`config.mk`:
```
export PLATFORM = sky130hd
export DESIGN_NAME = store_agu_pipe
export DESIGN_NICKNAME = d
export VERILOG_FILES = /design/src/rtl/store_agu_pipe.sv
export SDC_FILE = /design/constraint.sdc
export NUM_CORES = 1
export LEC_CHECK = 0
export CAP_MARGIN = 20
export CORE_MARGIN = 2
export CORE_UTILIZATION = 40
export CTS_CLUSTER_DIAMETER = 200
export CTS_CLUSTER_SIZE = 16
export DETAILED_ROUTE_END_ITERATION = 16
export GPL_TIMING_DRIVEN = 0
export PLACE_DENSITY = 0.66
export SLEW_MARGIN = 10
export SYNTH_ARGS = -nofsm -noshare
export SYNTH_HDL_FRONTEND = slang
export SYNTH_SLANG_ARGS = --single-unit
```
`constraint.sdc`:
```
create_clock -name clock -period 8.6 [get_ports clock]
set_input_delay 2.15 -clock clock [delete_from_list [all_inputs] [get_ports clock]]
set_output_delay 2.15 -clock clock [all_outputs]
set_load 0.01 [all_outputs]
```
`src/rtl/store_agu_pipe.sv`:
```
// store_agu_pipe
//   Multi-lane store address-generation stage between issue and the store
//   queue. Each lane registers an issued store, computes addr = base + imm,
//   lane-aligns data and byte mask, and presents a one-hot SQ resolve mask.
//   A two-slot (MAIN + SKID) buffer per lane keeps in_ready registered and
//   guarantees no store is lost under SQ back-pressure.
//
// Optional feature: define STORE_MISALIGN_CHK_EN to add out_misalign and
//   force the byte mask of misaligned stores to zero.
//
// Ports (per-lane fields packed lane 0 in the LSBs):
//   clock, reset (sync, active-low), flush (squash all in-flight stores)
//   in_valid/in_ready, in_base, in_imm, in_data, in_size, in_sq_idx : issue side
//   out_valid/out_ready, out_addr, out_data, out_byte_mask, out_sq_mask : SQ side
//   out_misalign : misaligned-access flag (STORE_MISALIGN_CHK_EN only)
module store_agu_pipe #(
  parameter int NUM_LANES = 2,
  parameter int DATA_W    = 32,
  parameter int SQ_DEPTH  = 8,
  localparam int BPW      = DATA_W / 8,
  localparam int SQ_IDX_W = $clog2(SQ_DEPTH)
) (
  input  logic                          clock,
  input  logic                          reset,
  input  logic                          flush,
  input  logic [NUM_LANES-1:0]          in_valid,
  output logic [NUM_LANES-1:0]          in_ready,
  input  logic [NUM_LANES*DATA_W-1:0]   in_base,
  input  logic [NUM_LANES*DATA_W-1:0]   in_imm,
  input  logic [NUM_LANES*DATA_W-1:0]   in_data,
  input  logic [NUM_LANES*2-1:0]        in_size,
  input  logic [NUM_LANES*SQ_IDX_W-1:0] in_sq_idx,
  output logic [NUM_LANES-1:0]          out_valid,
  input  logic [NUM_LANES-1:0]          out_ready,
  output logic [NUM_LANES*DATA_W-1:0]   out_addr,
  output logic [NUM_LANES*DATA_W-1:0]   out_data,
  output logic [NUM_LANES*BPW-1:0]      out_byte_mask,
  output logic [NUM_LANES*SQ_DEPTH-1:0] out_sq_mask
`ifdef STORE_MISALIGN_CHK_EN
  ,
  output logic [NUM_LANES-1:0]          out_misalign
`endif
);

  localparam int OFF_W = $clog2(BPW);
  localparam logic [3:0] BPW4 = 4'(BPW);

  typedef enum logic [1:0] {
    EMPTY = 2'd0,
    ONE   = 2'd1,
    FULL  = 2'd2
  } lane_state_t;

  typedef struct packed {
    logic [DATA_W-1:0]   addr;
    logic [DATA_W-1:0]   data;
    logic [BPW-1:0]      mask;
    logic [SQ_IDX_W-1:0] idx;
`ifdef STORE_MISALIGN_CHK_EN
    logic                mis;
`endif
  } payload_t;

  for (genvar l = 0; l < NUM_LANES; l++) begin : g_lane
    lane_state_t state_q, state_d;
    payload_t    main_q, main_d, skid_q, skid_d, incoming;
    logic        accept, drain, main_valid;
    logic [DATA_W-1:0] addr;
    logic [OFF_W-1:0]  offset;
    logic [3:0]        sz_bytes;
    logic [7:0]        raw_mask;
    logic [BPW-1:0]    base_mask;
    logic              mis;

    // Payload is fully resolved on entry so the output side is pure registers.
    always_comb begin
      addr     = in_base[l*DATA_W +: DATA_W] + in_imm[l*DATA_W +: DATA_W];
      offset   = addr[OFF_W-1:0];
      sz_bytes = 4'd1 << in_size[l*2 +: 2];
      unique case (in_size[l*2 +: 2])
        2'b00:   raw_mask = 8'h01;
        2'b01:   raw_mask = 8'h03;
        2'b10:   raw_mask = 8'h0F;
        default: raw_mask = 8'hFF;
      endcase
      // Sizes wider than the datapath produce an empty mask.
      base_mask = (sz_bytes > BPW4) ? '0 : BPW'(raw_mask);
      mis = (sz_bytes > BPW4) || ((4'(offset) & (sz_bytes - 4'd1)) != 4'd0);
      incoming      = '0;
      incoming.addr = addr;
      incoming.data = in_data[l*DATA_W +: DATA_W] << {offset, 3'b000};
      incoming.mask = base_mask << offset;
      incoming.idx  = in_sq_idx[l*SQ_IDX_W +: SQ_IDX_W];
`ifdef STORE_MISALIGN_CHK_EN
      incoming.mis  = mis;
      if (mis) incoming.mask = '0;
`endif
    end

    assign main_valid  = (state_q != EMPTY);
    assign in_ready[l] = reset && !flush && (state_q != FULL);
    assign accept      = in_valid[l] && in_ready[l];
    assign drain       = main_valid && out_ready[l];

    always_comb begin
      state_d = state_q;
      main_d  = main_q;
      skid_d  = skid_q;
      unique case (state_q)
        EMPTY: if (accept) begin
          state_d = ONE;
          main_d  = incoming;
        end
        ONE: begin
          if (drain && accept) begin
            main_d = incoming;
          end else if (drain) begin
            state_d = EMPTY;
          end else if (accept) begin
            state_d = FULL;
            skid_d  = incoming;
          end
        end
        FULL: if (drain) begin
          state_d = ONE;
          main_d  = skid_q;
        end
        default: state_d = EMPTY;
      endcase
      if (flush) state_d = EMPTY;
    end

    always_ff @(posedge clock) begin
      if (!reset) begin
        state_q <= EMPTY;
        main_q  <= '0;
        skid_q  <= '0;
      end else begin
        state_q <= state_d;
        main_q  <= main_d;
        skid_q  <= skid_d;
      end
    end

    assign out_valid[l]                     = main_valid;
    assign out_addr[l*DATA_W +: DATA_W]     = main_valid ? main_q.addr : '0;
    assign out_data[l*DATA_W +: DATA_W]     = main_valid ? main_q.data : '0;
    assign out_byte_mask[l*BPW +: BPW]      = main_valid ? main_q.mask : '0;
    assign out_sq_mask[l*SQ_DEPTH +: SQ_DEPTH] =
      main_valid ? (SQ_DEPTH'(1) << main_q.idx) : '0;
`ifdef STORE_MISALIGN_CHK_EN
    assign out_misalign[l] = main_valid && main_q.mis;
`endif
  end

endmodule
```
==> results.ini <==
[sta]
fin_tns_setup_ps=0
skew_ps=25.1
tightest_slew_ps=883
final-hold-violation-count=0
final-setup-viol-count=0
drv_slew=0
max_freq_mhz=161
fin_crit_sh_pct=72.1
fin_crit_ps=6200
slew_headroom_pct=41.2
grt_setup_unrepaired=false

[cells_and_area]
syn_to_final_growth_pct=29.5
drive_gt1_share_pct=1.67
stdcell_area_um2=21200
layout.nets=2849

[die]
die_x_um=206
io_pins=365
initial_core_util_pct=40.3
dieArea_um2=42500
core_area_um2=40600
core.rowCount=74
die_h_um=206

[yosys]
synth_top_family_by_area=simple AND/OR/NAND/NOR gates
synth_simple_gate_area_share_pct=26.6
syn_nets=2463
synth_compound_area_share_pct=23.0
ys_ff_latch=288
synthTopCellsByArea=dfxtp_1 35%, nand2_1 8.9%, a21oi_1 7.3%, nor2_1 5.7%, and2_1 5.4%
syn_avg_cell_area_um2=7.48
synth_edf_count=0
synth_flop_cell=dfxtp_1
synth.mux.area_fraction_pct=2.20
synth_cell_types=59
syn_inst=2186
syn-cell-area_um2=16400
synthXorXnorAreaFrac_pct=3.21
yosys_warnings=0
synthAdderAreaFrac_pct=5.29
synthArstFlopShare_pct=0
synth_top_area_share_pct=35.2
ys_seq_area_share_pct=35.2
synth_top_area_cell=dfxtp_1

[clock_network]
cts_buffers=21
htree_num_levels=1
post_cts_resized=0
cts_max_path_buffers=3
cts_setup_buffers=0
cts-root-buf=clkbuf_16
cts-hold-fix-buffers=0
clock_sinks=288
clk_pin_slew_ps=70
clkLatencyLatePin_ps=530
cts_tree=yes

[power]
leakagePower_nw=7.71
p_per_area_nw_per_um2=147
ir_worst_vdd_mv=0.102

[global_routing]
grt_pass1_wl_um=90100
grt_max_degree=17
grt_pass1_vias=16600
track_usage_pct=26.9
antenna_found_initial=4
grt-ovfl-total=0

[drt]
drt_wl_total_um=59400
drc_errors=0
vias_per_cell=5.54
drt_first_pass_iters=5
ant_nets=0
wl_per_cell_um=19.1
route.vias.total=17200
drtIter0Drc=1136

[worst_setup_path]
path_class=input port to output pin
crit_path_frequent_cell=clkdlybuf4s50_1
cp_max_fo=10
cp.arrival_ps=4050
crit_slowest_cell=clkbuf_1
end_kind=output pin
max_stage_delay_ps=580
path_cells=clkdlybuf4s50_1, nand2b_1, clkbuf_1, nor2_1, clkdlybuf4s50_1
worstSetupStartpointType=input port
required_ps=6450

[placement]
place_congestion=0.918
dp_hpwl_um=46300
placed_area_um2=20700
port-buffer-count=362

[job]
max_cap_viol_count=0

[worst_hold_path]
hp-class=register to register

[run_status]
status=finished, final reports clean

[kinds of logic (layout without fill, tap and decap cells)]
group                    count (synthesis)  in the layout
AND/OR/NAND/NOR                        961            961
AO/OA/AOI/OAI                          581            581
flip-flops                             288            288
buffers and inverters                  192            577
adder cells (fa/ha/maj)                 68             68
XOR/XNOR                                60             60
multiplexers                            36             36
other                                    0              2
[placed cells by master, fill, tap and decap left out, types with 6 or more instances in the layout]
| master | n |
|---|---|
| o21bai_1 | 7 |
| dfxtp_1 | 288 |
| o21ai_0 | 74 |
| a211oi_1 | 68 |
| clkbuf_16 | 21 |
| nor2b_1 | 43 |
| nand2b_1 | 17 |
| buf_1 | 11 |
| a21oi_1 | 240 |
| nor3_1 | 20 |
| nor3b_1 | 6 |
| inv_1 | 20 |
| a31oi_1 | 12 |
| clkdlybuf4s50_1 | 362 |
| o211ai_1 | 16 |
| mux2i_1 | 36 |
| nand2_1 | 387 |
| a311oi_1 | 82 |
| xor2_1 | 31 |
| xnor2_1 | 29 |
| nand4_1 | 14 |
| a221oi_1 | 8 |
| nor2_1 | 247 |
| ha_1 | 66 |
| a21o_1 | 27 |
| nand3_1 | 65 |
| and2_1 | 142 |
| clkbuf_1 | 156 |
[Yosys cell counts (8+ instances only)]
library cell / number
mux2i_1: 36
ha_1: 66
a21oi_1: 240
nand2b_1: 17
inv_1: 20
nor2_1: 247
nand2_1: 387
and2_1: 142
xor2_1: 31
a211oi_1: 68
nand4_1: 14
buf_1: 11
nand3_1: 65
nor2b_1: 43
clkbuf_1: 156
xnor2_1: 29
nor3_1: 20
a221oi_1: 8
a31oi_1: 12
a21o_1: 27
o211ai_1: 16
dfxtp_1: 288
a311oi_1: 82
o21ai_0: 74
[power by group]
part           internal, W  switching (W)
combinational     0.000328       0.000458
sequential         0.00138      0.0000300
clock             0.000435       0.000478
[worst max-delay path, delay by kind of cell]
family | cells | cell delay (ps)
simple gates | 2 | 330
buf+inv | 3 | 1560
[state kept, by name, summed over array words and instances, names as in the netlist]
register	flops
g_lane.main_q	142
g_lane.skid_q	142
g_lane.state_q	4
[layout make-up]
class                   count  area (um2)
diodes                      2        5.00
fillers                  3953       19400
repair buffers            363        3630
clock inverters             1        8.76
multi-input cells        1706        9860
well taps                 532         666
plain buffers             172         657
clock buffers              21         526
inverters                  20        75.1
flip-flops and latches    288        5770
[final timing paths]
check / end / slack [ps] / start / depth (start not counted)
setup / recovery: in_ready[0] / 2400 / flush / 5
hold / removal: g_lane[0].main_q[40]$_SDFFE_PN0P_ / 450 / g_lane[0].main_q[40]$_SDFFE_PN0P_ / 2
setup reg to reg: g_lane[1].main_q[27]$_SDFFE_PN0P_ / 5750 / g_lane[1].state_q[1]$_SDFFE_PP0P_ / 9
hold reg to reg: g_lane[0].main_q[40]$_SDFFE_PN0P_ / 450 / g_lane[0].main_q[40]$_SDFFE_PN0P_ / 2
[per-stage QoR]
step                utilization (%)  power [W]  std cells  setup slack, ps  hold WS [ps]
CTS                            52.2    0.00312       3103             2390           451
global route                   52.2    0.00325       3104             2330           471
finish                         52.3    0.00311       3105             2400           452
global placement               50.9    0.00221       3080             2420           437
detailed placement             50.9    0.00222       3081             2400           443
floorplan                         -    0.00191       2186             3680           427
[per-layer routing]
layer  global-route usage [%]  share of wire (%)  vias to the layer above
met5                        0              0.022                        -
met3                     3.97                7.1                      114
met4                     10.0                3.7                        2
met2                     46.3                 47                      707
li1                         -                  -                     8359
met1                     34.1                 42                     8023
Note: power is estimated with default switching activity, not from simulation.
==> RTL edit 1, RTL diff (same flow settings) <==
Set the parameter `SQ_DEPTH` to 32 (it was 8).
--- a/src/rtl/store_agu_pipe.sv
+++ b/src/rtl/store_agu_pipe.sv
@@ -17,5 +17,5 @@
   parameter int NUM_LANES = 2,
   parameter int DATA_W    = 32,
-  parameter int SQ_DEPTH  = 8,
+  parameter int SQ_DEPTH  = 32,
   localparam int BPW      = DATA_W / 8,
   localparam int SQ_IDX_W = $clog2(SQ_DEPTH)
Ports: changed (resized in_sq_idx and out_sq_mask); port bits go from 365 to 417. No check against the original RTL was run, so the function may have changed too.
==> RTL edit 1 against the original RTL <==
  * Hold slack gained 0.0053 ns
  * Sequential cell count grew 8
  * Maximum frequency grew 4.3%
  * Sequential share of layout area shrank 1.8 points
  * Synthesized area grew 9.1%
  * Combinational power grew 6.5%
  * Power grew 4.6%
  * Critical path depth is the same
  * Cell count grew 8.6%
  * Count of clock-buffer cells in the layout grew 2
  * Final area grew 10%
  * Setup slack gained 0.25 ns
  * Wire length grew 12%
  * Largest power group unchanged
==> RTL edit 1: results (changes against the original RTL) <==
Status: complete, no violations
Adder-Cell Fraction of Synth Area: 4.85% (-0.44 points)
Register area share after synthesis: 33.2% (-2.0 points)
Root Buffer: clkbuf_16
Number of synthesized flops with an enable pin: 0 (unchanged)
Slowest cell on crit path: clkdlybuf4s50_1
Largest net degree at the start of global routing: 17 (unchanged)
Largest regs: g_lane.main_q: 146 flops, g_lane.skid_q: 146 flops, g_lane.state_q: 4 flops
Worst slew margin: 31.2% (-9.9 points)
First-pass GRT wire length: 101000 µm (+12%)
Overall Global Routing Usage: 27.4% (+0.48 points)
Post-Syn Nets: 2621 (+6.4%)
CP Data Arrival Time: 3.80 ns (-0.25 ns)
Postcts setup bufs: 0 (unchanged)
Cts repair resizes: 0 (unchanged)
Critical path's top delay family: buffers and inverters
Layout cells sized above 1: 1.76% (+0.091 points)
Top FF cell, synth: dfxtp_1
IO buf count: 414 (+14%)
Post-synthesis compound-gate area fraction: 25.0% (+2.0 points)
Max IR drop VDD: 0.000112 V (+9.7%)
Multiplexer share of the synthesized area: 2.24% (+0.041 points)
Antenna violations before repair: 3 (-1)
Nets: 3059 (+7.4%)
Num CTS Buffers: 22 (+4.8%)
Htree depth: 1 (unchanged)
Distinct cell type count after synthesis: 70 (+19%)
Detailed Route Iter0 Violations: 1336 (+18%)
Synth Warn #: 0 (unchanged)
Pre-CTS WS: 2.65 ns (+0.245 ns)
CTS clk-pin slew, worst paths: 0.07 ns (about the same)
Top area cells in the synthesized netlist: dfxtp_1 33%, nand2_1 9.5%, o211a_1 6.3%, and2_1 5.2%, ha_1 4.6%
Vias in the first global route: 17600 (+5.8%)
Critical Path Fanout Max: 10 (unchanged)
DRT Pass-1 Iters: 5 (unchanged)
Post-synthesis xor/xnor area fraction: 2.80% (-0.42 points)
Vias: 18600 (+8.1%)
Leak pwr: 9.79 nW (+27%)
Clk_lat worst skew: 0.54 ns
Placement Cell Area: 22700 µm² (+10%)
Asr flop ratio synth: 0% (unchanged)
Worst hold path class: register to register
Post-DP HPWL: 52400 µm (+13%)
CP peak stage delay: 0.60 ns (+0.02 ns)
Fin Clk Skew: 0.0224 ns (-0.00269 ns)
Synth top cells by count: 452 x nand2_1, 296 x dfxtp_1, 167 x clkbuf_1
Gp weighted congestion: 0.955 (+4.0%)
CTS max path bufs: 3 (unchanged)
DRT Wirelength: 66800 µm (+12%)
## RTL edit 1: through the flow
stage	total power, W	std cells
floorplan	0.00197	2340
global placement	0.00229	3346
detailed placement	0.00230	3346
CTS	0.00326	3370
global route	0.00340	3371
finish	0.00325	3372
## RTL edit 1: tightest hold or removal path, delay by kind of cell (launching register included)
kind / cells / cell delay [ns]
DFF: 1 / 0.31
and+or+nand+nor: 1 / 0.05
AOI/OAI and AO/OA: 1 / 0.05
## RTL edit 1: path summary, 6_finish.rpt
path                                                        start                                 to  slack (ns)  cells past startpoint
worst min-delay path            g_lane[1].skid_q[60]$_SDFFE_PN0P_  g_lane[1].skid_q[60]$_SDFFE_PN0P_        0.46                      2
worst max register to register  g_lane[0].state_q[0]$_SDFFE_PP0P_  g_lane[0].skid_q[25]$_SDFFE_PN0P_        5.90                      6
worst min register to register  g_lane[1].skid_q[60]$_SDFFE_PN0P_  g_lane[1].skid_q[60]$_SDFFE_PN0P_        0.46                      2
worst max-delay path                                        flush                        in_ready[0]        2.65                      5
## RTL edit 1: logic make-up (layout without fill, tap and decap cells)
family / Yosys count / after routing
and+or+nand+nor: 1036 / 1036
AOI/OAI and AO/OA: 625 / 625
DFF: 296 / 296
xor gates and xnor gates: 57 / 57
buffers and inverters: 218 / 656
other: 0 / 2
adders and majority gates: 68 / 68
muxes: 40 / 40
## RTL edit 1: final cells by class
cell class | count | area (µm²)
inverter | 26 | 97.6
sequential | 296 | 5930
tap | 592 | 741
fill | 4258 | 20800
buffer | 192 | 742
antenna | 2 | 5.00
timing repair buffer | 414 | 4140
multi-input combinational | 1826 | 11100
clock buffer | 23 | 576
clock inverter | 1 | 8.76
## RTL edit 1: where the power goes
group	leakage [nW]	internal, W	switching, W
sequential	2.40	0.00142	0.0000251
combinational	7.10	0.000352	0.000485
clock	0.288	0.000475	0.000498
## RTL edit 1: metal layers
layer	vias to the layer above	part of all wire, %	wire [µm]	global-route usage [%]
met2	668	46	30800	45.7
met3	90	6.5	4370	3.11
met1	8854	45	29800	37.3
met5	-	0	0	0
met4	0	2.7	1780	7.86
li1	8983	-	-	-
==> RTL edit 2, RTL diff (same settings) <==
Made on the original files. Reset style: asynchronous (`reset`), changed in one clocked block.
--- a/src/rtl/store_agu_pipe.sv
+++ b/src/rtl/store_agu_pipe.sv
@@ -131,5 +131,5 @@
     end
 
-    always_ff @(posedge clock) begin
+    always_ff @(posedge clock or negedge reset) begin
       if (!reset) begin
         state_q <= EMPTY;
Function: not settled (the Yosys comparison gave no result); the edit may change what the design does.
==> RTL edit 2 against the original RTL <==
  * Power grew 23%
  * Setup slack lost 0.020 ns
  * Wire length shrank 5.5%
  * Critical path depth unchanged
  * Sequential cell count did not move
  * Final area up 3.1%
  * Synthesized area is 3.7% higher
  * Synthesized cell count shrank 10%
  * Die area up 3.6%
  * Largest cell class unchanged
  * Largest power group unchanged
==> RTL edit 2: results (changes against the original RTL) <==
Post-layout util: 52.2% (about the same)
Distinct cell type count after synthesis: 67 (+14%)
Detailed Route Iter0 Violations: 1016 (-11%)
Slowest cell on crit path: clkdlybuf4s50_1
Gp weighted congestion: 0.935 (+1.9%)
Internal power component: 0.00260 W (+21%)
Register area share after synthesis: 42.5% (+7.2 points)
# fillers: 4006 (+1.3%)
Switching power: 0.00122 W (+26%)
Synth top cells by count: 332 x nand2_1, 288 x dfrtp_1, 174 x nor2_1
Worst-Margin Slew: 1.05 ns (+0.167 ns)
First-pass GRT wire length: 87100 µm (-3.3%)
Status: complete, no violations
Vias in the first global route: 15800 (-4.7%)
Routed len/inst: 19.4 µm (+1.5%)
Max IR drop VDD: 0.000118 V (+16%)
Synth Area per Inst: 8.64 µm² (+15%)
Final Non-Filler Cells: 2889 (-7.0%)
Adder-Cell Fraction of Synth Area: 5.11% (-0.19 points)
Post-Syn Nets: 2240 (-9.1%)
Nets: 2627 (-7.8%)
Critical R2R Launch: g_lane[0].state_q[0]$_DFFE_PN0P_
Layout cells sized above 1: 5.66% (+4.0 points)
Top area cells in the synthesized netlist: dfrtp_1 42%, nand2_1 7.3%, mux2_2 5.8%, and2_1 5.2%, a21oi_1 5.0%
Largest net degree at the start of global routing: 109 (+92)
Post-DP HPWL: 44000 µm (-5.1%)
Clock Power Share: 23.6% (-5.8 points)
Hold Startpoint: g_lane[1].main_q[68]$_DFFE_PN0P_
Antenna violations before repair: 3 (-1)
CP Data Arrival Time: 4.07 ns (+0.02 ns)
Multiplexer share of the synthesized area: 7.38% (+5.2 points)
Clk_lat worst skew: 0.51 ns (-0.02 ns)
Seq. pwr: 0.00180 W (+28%)
Cells on worst reg2reg path: 7 (-2)
Met1 WL: 25300 µm (+0.39%)
Detailed-route vias per instance: 5.51 (-0.49%)
Met2 routed WL: 25800 µm (-7.2%)
WHS: 0.471 ns (+0.0190 ns)
Fin Clk Skew: 0.0189 ns (-0.00612 ns)
Top FF cell, synth: dfrtp_1
Pre-CTS WS: 2.32 ns (-0.0833 ns)
==> RTL edit 2: changes by cell type in the layout (fill, tap and decap cells not counted), sizes merged, moves of 55 or more <==
| cell | delta |
|---|---|
| o21ai | +100 |
| mux2 | +88 |
| nand2 | -55 |
| a311oi | -81 |
| dfxtp | -288 |
| a211oi | -56 |
| a21oi | -68 |
| nor2 | -73 |
| dfrtp | +288 |
==> RTL edit 2: routing by layer <==
metal | vias to the layer above | global-route usage, %
met5 | - | 0
met4 | 2 | 7.68
met3 | 89 | 3.38
met2 | 514 | 40.3
met1 | 7794 | 35.0
li1 | 7530 | -
==> RTL edit 2: final cells by class <==
type,instances,share of cell area [%]
diodes,2,0.0229
plain buffers,127,2.23
clock buffers,21,2.41
inverters,24,0.412
multi-input cells,1524,42.0
flip-flops and latches,288,33.0
well taps,539,3.09
repair buffers,364,16.9
